**src/rtl/gumnut_pkg.sv**
```systemverilog
// Shared definitions for the Gumnut operand-fetch slice: instruction field
// positions, decode class opcodes, memory function codes and small helpers.
package gumnut_pkg;

  localparam int DATA_W  = 8;
  localparam int NUM_GPR = 8;
  localparam int IDX_W   = 3;
  localparam int IR_W    = 18;

  // Instruction field positions
  localparam int OPC_LSB = 14;  // IR[17:14] selects the decode class
  localparam int OPC_W   = 4;
  localparam int MFN_LSB = 14;  // IR[15:14] memory function
  localparam int RD_LSB  = 11;  // IR[13:11]
  localparam int RS_LSB  = 8;   // IR[10:8]
  localparam int R2_LSB  = 5;   // IR[7:5]

  // Class opcodes, matched against the leading bits of IR
  localparam logic [0:0] OPC_ALU_IMM = 1'b0;
  localparam logic [1:0] OPC_MEM     = 2'b10;
  localparam logic [2:0] OPC_SHIFT   = 3'b110;
  localparam logic [3:0] OPC_ALU_REG = 4'b1110;

  // Memory function codes
  localparam logic [1:0] MEM_LDM = 2'b00;
  localparam logic [1:0] MEM_STM = 2'b01;
  localparam logic [1:0] MEM_INP = 2'b10;
  localparam logic [1:0] MEM_OUT = 2'b11;

  typedef enum logic [2:0] {
    CLS_ALU_REG = 3'd0,
    CLS_ALU_IMM = 3'd1,
    CLS_SHIFT   = 3'd2,
    CLS_MEM     = 3'd3,
    CLS_OTHER   = 3'd4
  } op_class_e;

  // Classify an instruction from IR[17:14]; everything at 1111 and above is
  // jump/branch/misc and touches no GPR.
  function automatic op_class_e decode_class(input logic [OPC_W-1:0] opc);
    op_class_e cls;
    if (opc[3] == OPC_ALU_IMM) begin
      cls = CLS_ALU_IMM;
    end else if (opc[3:2] == OPC_MEM) begin
      cls = CLS_MEM;
    end else if (opc[3:1] == OPC_SHIFT) begin
      cls = CLS_SHIFT;
    end else if (opc == OPC_ALU_REG) begin
      cls = CLS_ALU_REG;
    end else begin
      cls = CLS_OTHER;
    end
    return cls;
  endfunction

  // One-hot mask for a register index.
  function automatic logic [NUM_GPR-1:0] idx_onehot(input logic [IDX_W-1:0] idx);
    return {{(NUM_GPR-1){1'b0}}, 1'b1} << idx;
  endfunction

endpackage

```
**src/rtl/gumnut_gpr_bank.sv**
```systemverilog
// Gumnut 8x8 general-purpose register bank: two asynchronous read ports and
// one synchronous write port. r0 always reads zero and ignores writes.
module gumnut_gpr_bank
  import gumnut_pkg::*;
(
  input  logic              clk,
  input  logic              rst_n,
  input  logic [IDX_W-1:0]  ra_a,
  output logic [DATA_W-1:0] rdata_a,
  input  logic [IDX_W-1:0]  ra_b,
  output logic [DATA_W-1:0] rdata_b,
  input  logic              we,
  input  logic [IDX_W-1:0]  wa,
  input  logic [DATA_W-1:0] wdata
);

  logic [DATA_W-1:0] regs_r [NUM_GPR];

  // Register storage: cleared on reset, written at the clock edge (r0 never written)
  always_ff @(posedge clk or negedge rst_n) begin
    if (!rst_n) begin
      for (int i = 0; i < NUM_GPR; i++) begin
        regs_r[i] <= {DATA_W{1'b0}};
      end
    end else if (we && (wa != 3'd0)) begin
      regs_r[wa] <= wdata;
    end
  end

  // Read ports: r0 is hard-wired to zero
  always_comb begin
    rdata_a = {DATA_W{1'b0}};
    rdata_b = {DATA_W{1'b0}};
    if (ra_a != 3'd0) begin
      rdata_a = regs_r[ra_a];
    end else begin
      rdata_a = {DATA_W{1'b0}};
    end
    if (ra_b != 3'd0) begin
      rdata_b = regs_r[ra_b];
    end else begin
      rdata_b = {DATA_W{1'b0}};
    end
  end

endmodule

```
**src/rtl/gumnut_operand_fetch.sv**
```systemverilog
// Gumnut operand-fetch stage: decodes the incoming instruction, reads the GPR
// bank, stalls on scoreboard hazards and registers IR plus operands for the ALU.
// Optional feature: define GUMNUT_WB_BYPASS_EN to forward same-cycle writeback
// data into the operand registers (zero-bubble dependent issue).
module gumnut_operand_fetch
  import gumnut_pkg::*;
(
  input  logic              clk,
  input  logic              rst_n,
  input  logic [IR_W-1:0]   ir_in,
  input  logic              ir_valid,
  output logic              ir_ready,
  output logic [IR_W-1:0]   IR,
  output logic [DATA_W-1:0] GPR_rs,
  output logic [DATA_W-1:0] GPR_r2,
  output logic              op_valid,
  input  logic              op_ready,
  input  logic              wb_en,
  input  logic [IDX_W-1:0]  wb_rd,
  input  logic [DATA_W-1:0] wb_data,
  output logic [15:0]       stall_cnt
);

  op_class_e          cls_s;
  logic [IDX_W-1:0]   rd_idx_s, rs_idx_s, r2_idx_s;
  logic               use_rs_s, use_r2_s, writes_s;
  logic [DATA_W-1:0]  rs_data_s, r2_data_s, rs_opnd_s, r2_opnd_s;
  logic               fwd_rs_s, fwd_r2_s;
  logic [NUM_GPR-1:0] src_mask_s, fwd_mask_s, set_s, clr_s, pending_r;
  logic               hazard_s, accept_s;

  gumnut_gpr_bank u_gpr_bank (
    .clk     (clk),
    .rst_n   (rst_n),
    .ra_a    (rs_idx_s),
    .rdata_a (rs_data_s),
    .ra_b    (r2_idx_s),
    .rdata_b (r2_data_s),
    .we      (wb_en),
    .wa      (wb_rd),
    .wdata   (wb_data)
  );

  // Decode: which register fields are read and whether rd is written
  always_comb begin
    cls_s    = decode_class(ir_in[OPC_LSB +: OPC_W]);
    rd_idx_s = ir_in[RD_LSB +: IDX_W];
    rs_idx_s = ir_in[RS_LSB +: IDX_W];
    r2_idx_s = ir_in[R2_LSB +: IDX_W];
    use_rs_s = 1'b0;
    use_r2_s = 1'b0;
    writes_s = 1'b0;
    case (cls_s)
      CLS_ALU_REG: begin
        use_rs_s = 1'b1;
        use_r2_s = 1'b1;
        writes_s = 1'b1;
      end
      CLS_ALU_IMM, CLS_SHIFT: begin
        use_rs_s = 1'b1;
        writes_s = 1'b1;
      end
      CLS_MEM: begin
        use_rs_s = 1'b1;
        if ((ir_in[MFN_LSB +: 2] == MEM_STM) || (ir_in[MFN_LSB +: 2] == MEM_OUT)) begin
          // store/out: rd field is the data source, routed through the second port
          use_r2_s = 1'b1;
          r2_idx_s = rd_idx_s;
        end else begin
          writes_s = 1'b1;
        end
      end
      default: begin
        use_rs_s = 1'b0;
        use_r2_s = 1'b0;
        writes_s = 1'b0;
      end
    endcase
  end

`ifdef GUMNUT_WB_BYPASS_EN
  assign fwd_rs_s = wb_en && use_rs_s && (wb_rd == rs_idx_s) && (rs_idx_s != 3'd0);
  assign fwd_r2_s = wb_en && use_r2_s && (wb_rd == r2_idx_s) && (r2_idx_s != 3'd0);
`else
  assign fwd_rs_s = 1'b0;
  assign fwd_r2_s = 1'b0;
`endif

  // Operand selection: unused operands are zero, forwarded ones take wb_data
  always_comb begin
    rs_opnd_s = {DATA_W{1'b0}};
    r2_opnd_s = {DATA_W{1'b0}};
    if (!use_rs_s) begin
      rs_opnd_s = {DATA_W{1'b0}};
    end else if (fwd_rs_s) begin
      rs_opnd_s = wb_data;
    end else begin
      rs_opnd_s = rs_data_s;
    end
    if (!use_r2_s) begin
      r2_opnd_s = {DATA_W{1'b0}};
    end else if (fwd_r2_s) begin
      r2_opnd_s = wb_data;
    end else begin
      r2_opnd_s = r2_data_s;
    end
  end

  // Hazard detection and scoreboard set/clear vectors
  always_comb begin
    src_mask_s = {NUM_GPR{1'b0}};
    fwd_mask_s = {NUM_GPR{1'b0}};
    set_s      = {NUM_GPR{1'b0}};
    clr_s      = {NUM_GPR{1'b0}};
    if (use_rs_s) src_mask_s = src_mask_s | idx_onehot(rs_idx_s);
    else          src_mask_s = src_mask_s;
    if (use_r2_s) src_mask_s = src_mask_s | idx_onehot(r2_idx_s);
    else          src_mask_s = src_mask_s;
    if (fwd_rs_s) fwd_mask_s = fwd_mask_s | idx_onehot(rs_idx_s);
    else          fwd_mask_s = fwd_mask_s;
    if (fwd_r2_s) fwd_mask_s = fwd_mask_s | idx_onehot(r2_idx_s);
    else          fwd_mask_s = fwd_mask_s;
    // Forwarding only relieves sources; a pending destination still stalls (WAW)
    hazard_s = (|(src_mask_s & pending_r & ~fwd_mask_s)) ||
               (writes_s && (rd_idx_s != 3'd0) && pending_r[rd_idx_s]);
    ir_ready = (!op_valid || op_ready) && !hazard_s;
    accept_s = ir_valid && ir_ready;
    if (accept_s && writes_s && (rd_idx_s != 3'd0)) set_s = idx_onehot(rd_idx_s);
    else                                            set_s = {NUM_GPR{1'b0}};
    if (wb_en && (wb_rd != 3'd0)) clr_s = idx_onehot(wb_rd);
    else                          clr_s = {NUM_GPR{1'b0}};
  end

  // Scoreboard: mark destinations in flight, release them on writeback
  always_ff @(posedge clk or negedge rst_n) begin
    if (!rst_n) begin
      pending_r <= {NUM_GPR{1'b0}};
    end else begin
      pending_r <= (pending_r & ~clr_s) | set_s;
    end
  end

  // Output register: load on accept, hold under backpressure, drop when drained
  always_ff @(posedge clk or negedge rst_n) begin
    if (!rst_n) begin
      op_valid <= 1'b0;
      IR       <= {IR_W{1'b0}};
      GPR_rs   <= {DATA_W{1'b0}};
      GPR_r2   <= {DATA_W{1'b0}};
    end else if (accept_s) begin
      op_valid <= 1'b1;
      IR       <= ir_in;
      GPR_rs   <= rs_opnd_s;
      GPR_r2   <= r2_opnd_s;
    end else if (op_ready) begin
      op_valid <= 1'b0;
    end
  end

  // Saturating count of cycles a valid instruction is held off by a hazard
  always_ff @(posedge clk or negedge rst_n) begin
    if (!rst_n) begin
      stall_cnt <= 16'h0000;
    end else if (ir_valid && hazard_s && (stall_cnt != 16'hFFFF)) begin
      stall_cnt <= stall_cnt + 16'h0001;
    end
  end

endmodule

```
**config.mk**
```make
export PLATFORM = sky130hd
export DESIGN_NAME = gumnut_operand_fetch
export DESIGN_NICKNAME = d
export VERILOG_FILES = /design/src/rtl/gumnut_pkg.sv /design/src/rtl/gumnut_gpr_bank.sv /design/src/rtl/gumnut_operand_fetch.sv
export SDC_FILE = /design/constraint.sdc
export NUM_CORES = 1
export LEC_CHECK = 0
export CAP_MARGIN = 0
export CORE_UTILIZATION = 35
export DETAILED_ROUTE_END_ITERATION = 6
export GPL_TIMING_DRIVEN = 1
export MAX_ROUTING_LAYER = met4
export PLACE_DENSITY_LB_ADDON = 0.05
export REMOVE_ABC_BUFFERS = 1
export SYNTH_ARGS = -nofsm -noshare
export SYNTH_HDL_FRONTEND = slang
export SYNTH_HIERARCHICAL = 1
export SYNTH_SLANG_ARGS = --single-unit
```
**constraint.sdc**
```tcl
create_clock -name clk -period 7.85 [get_ports clk]
set_input_delay 1.1775 -clock clk [delete_from_list [all_inputs] [get_ports clk]]
set_output_delay 1.1775 -clock clk [all_outputs]
set_load 0.05 [all_outputs]
```
==> reports/summary.txt <==
VDD IR-drop max - 0.206 mV
Fill cells - 1654
Via Count - 4368
Distinct cell type count after synthesis - 52
WP buf/inv - 2
Largest area contributor in the netlist - dfrtp_1
Flop2flop setup slack - 4.34 ns
Vias in the first global route - 4535
Die height - 134 µm
CTS Hold Bufs - 0
CP Class - in -> out
Worst path slowest cell - clkdlybuf4s50_1
Max-cap violation count - 0
Hold EP - pending_r[0]
Clk_lat worst skew - 0.42 ns
Drt total wl - 15.8 mm
CP Launch Type - primary input
Port bufs - 85
Die area - 18000 µm²
RSZ-0062 raised after global routing - no
Placer Congestion - 0.795
Internal power - 1.59 mW
Share of cells above drive strength 1 - 24.1%
Fmax - 173 MHz
Root Driver - clkbuf_16
Worst EP required - 6.67 ns
Sw Ratio - 36.3%
CP max stage delay - 0.80 ns
# diodes - 0
Die Wd - 134 µm
Clk pin slew, worst setup/hold paths - 0.05 ns
Synth area leaders - dfrtp_1, mux2_2, mux2i_1
Net Switching - 0.910 mW
Final hold violations - 0
Yosys reg bits - 115
Min Tclk post-route - 5.79 ns
Starting Density - 35.7%
Most frequent cells in the layout - dfrtp_1, mux2_2, clkdlybuf4s50_1
Status - finished, final reports clean
Hold_sp - pending_r[0]
Mapped Area - 6130 µm²
Comb power frac - 34.9%
DR WL/cell - 19.4 µm
Asr flop ratio synth - 100%
Slew at the pin closest to its max-slew limit - 1.12 ns
Synth Area per Inst - 12.2 µm²
Hold Crit Class - reg -> reg
Hold Path Stages - 0
Post-synth EDFFs - 0
Core area - 17200 µm²
Post-CTS Setup Bufs - 0
H-tree depth - 4
Worst Clk Skew - 0.00692 ns
Longest Clk Path Bufs - 2
Post-synth top area share - 47.0%
R2R Path Start - pending_r[6]
Fin crit share - 73.8%
Cell family with most CP delay - simple AND/OR/NAND/NOR gates
First-pass GRT wire length - 25.2 mm
Primary FF master, synth - dfrtp_1
Post-CTS resize count - 0
Post-detail-place hpwl - 9.93 mm
Setup-failing EPs final - 0
Post-DRT Antenna Nets - 0
Worst path most repeated cell - clkdlybuf4s50_1
Leakage - 3.25 nW
Sequential Power Share - 34.7%
Worst path arrival time - 4.62 ns
Area growth syn-to-layout - 24.5%
GRT Total Usage - 19.2%
Seq/Total Area, Yosys - 47.0%
CP Max Fanout - 18
DRT Pass-1 Iters - 6
Nets - 612
Starting DRT DRC Count - 219
Row count - 48
Setup TNS - 0 ns
Initial antenna violation count - 0
DRC violations left - 0
Num ports - 86
Final core utilization - 44.4%
Crit-path cells - clkdlybuf4s50_1 -> nand4_1 -> nand3_1 -> o22ai_1 -> nor4_4 -> and2_1 -> clkdlybuf4s50_1
# clock sinks - 115
Vias per cell - 5.36
CTS tree - built
Most common cell after layout, fill and taps aside - dfrtp_1
GRT overflow - 0
Pin count of the biggest net entering global routing - 70
Post-Syn Instances - 502
Clock power frac - 30.4%
PD cells - 328 nW/µm²
Total clock buffers created by CTS - 17
Slew HR - 25.5%
R2r endpoint - pending_r[7]
Final slew viol count - 0
Number of synthesis warnings - 6
Critical path capture point type - output port
Tightest hold margin - 0.409 ns
Reg2Reg Depth - 6
metrics by stage:
stage | instances | power (mW) | cell area [µm²] | setup WS [ns]
after floorplan | 467 | 1.44 | 5870 | 3.58
after global placement | 783 | 1.75 | 7040 | 2.12
after detailed placement | 783 | 1.76 | 7040 | 2.08
after CTS | 815 | 2.54 | 7620 | 2.06
after global routing | 815 | 2.63 | 7620 | 1.91
final | 815 | 2.50 | 7620 | 2.06
final cells by class:
cell class / instances / area [µm²] / share of cell area, %
Clock inverter: 9 / 104 / 1.36
Timing Repair Buffer: 91 / 893 / 11.7
Sequential cell: 115 / 2880 / 37.7
Multi-Input combinational cell: 332 / 2920 / 38.2
Tap cell: 225 / 282 / 3.69
Inverter: 20 / 75.1 / 0.985
Clock buffer: 23 / 478 / 6.27
power by group through the flow:
stage | logic [mW] | registers, mW | clock network, mW
floorplan | 0.291 | 1.15 | 0
global placement | 0.877 | 0.872 | 0
detailed placement | 0.881 | 0.875 | 0
CTS | 0.884 | 0.869 | 0.782
global route | 0.930 | 0.894 | 0.807
finish | 0.874 | 0.869 | 0.761
sequential cells by signal, summed over array words and instances, names as in the netlist:
register,count
stall_cnt,16
GPR_rs,8
IR,18
op_valid,1
pending_r,8
GPR_r2,8
u_gpr_bank/regs_r,56
routing by layer:
layer  vias to the layer above  wire length, µm  GRT usage (%)
li1                       2012                -              -
met1                      2232             7540           25.1
met2                       105             7420           29.9
met3                        19              622           3.89
met4                         0              212           6.12
met5                         -                0              -
kinds of logic after synthesis:
logic type | Yosys count | share of synthesized area (%)
AND/OR/NAND/NOR | 111 | 11.0
adder cells (fa/ha/maj) | 1 | 0.204
AO/OA/AOI/OAI | 64 | 8.60
multiplexers | 141 | 25.7
flip-flops | 115 | 47.0
buffers and inverters | 55 | 5.43
XOR/XNOR | 15 | 2.14
synth_stat cells, drive strengths merged, types with 3 or more instances:
library cell,instances
nand4,4
o21ai,6
inv,20
nand3,14
dfrtp,115
clkbuf,8
and3,4
a211oi,9
nor2,7
nand2b,10
nand2,29
buf,27
nor3,9
a311oi,8
xor2,14
nand4b,4
nor4,4
o41ai,6
mux2i,45
nor2b,11
o22ai,3
nand3b,4
a221oi,24
mux2,94
worst reg2reg max path: stages, from the launching register on:
cell	delay [ns]
dfrtp_1	0.41
mux4_2	0.47
nor2b_1	0.12
a211oi_1	0.08
nor4_4	0.77
nand3_1	0.91
o41ai_1	0.61
worst max-delay path by stage:
stage	start	endpoint	slack, ns	cells after the start
CTS	ir_in[17]	ir_ready	2.06	7
finish	ir_in[17]	ir_ready	2.06	7
floorplan	ir_in[16]	ir_ready	3.58	6
global placement	ir_in[17]	ir_ready	2.12	7
detailed placement	ir_in[17]	ir_ready	2.08	7
global route	ir_in[17]	ir_ready	1.91	7
(Power assumes the default switching activity.)
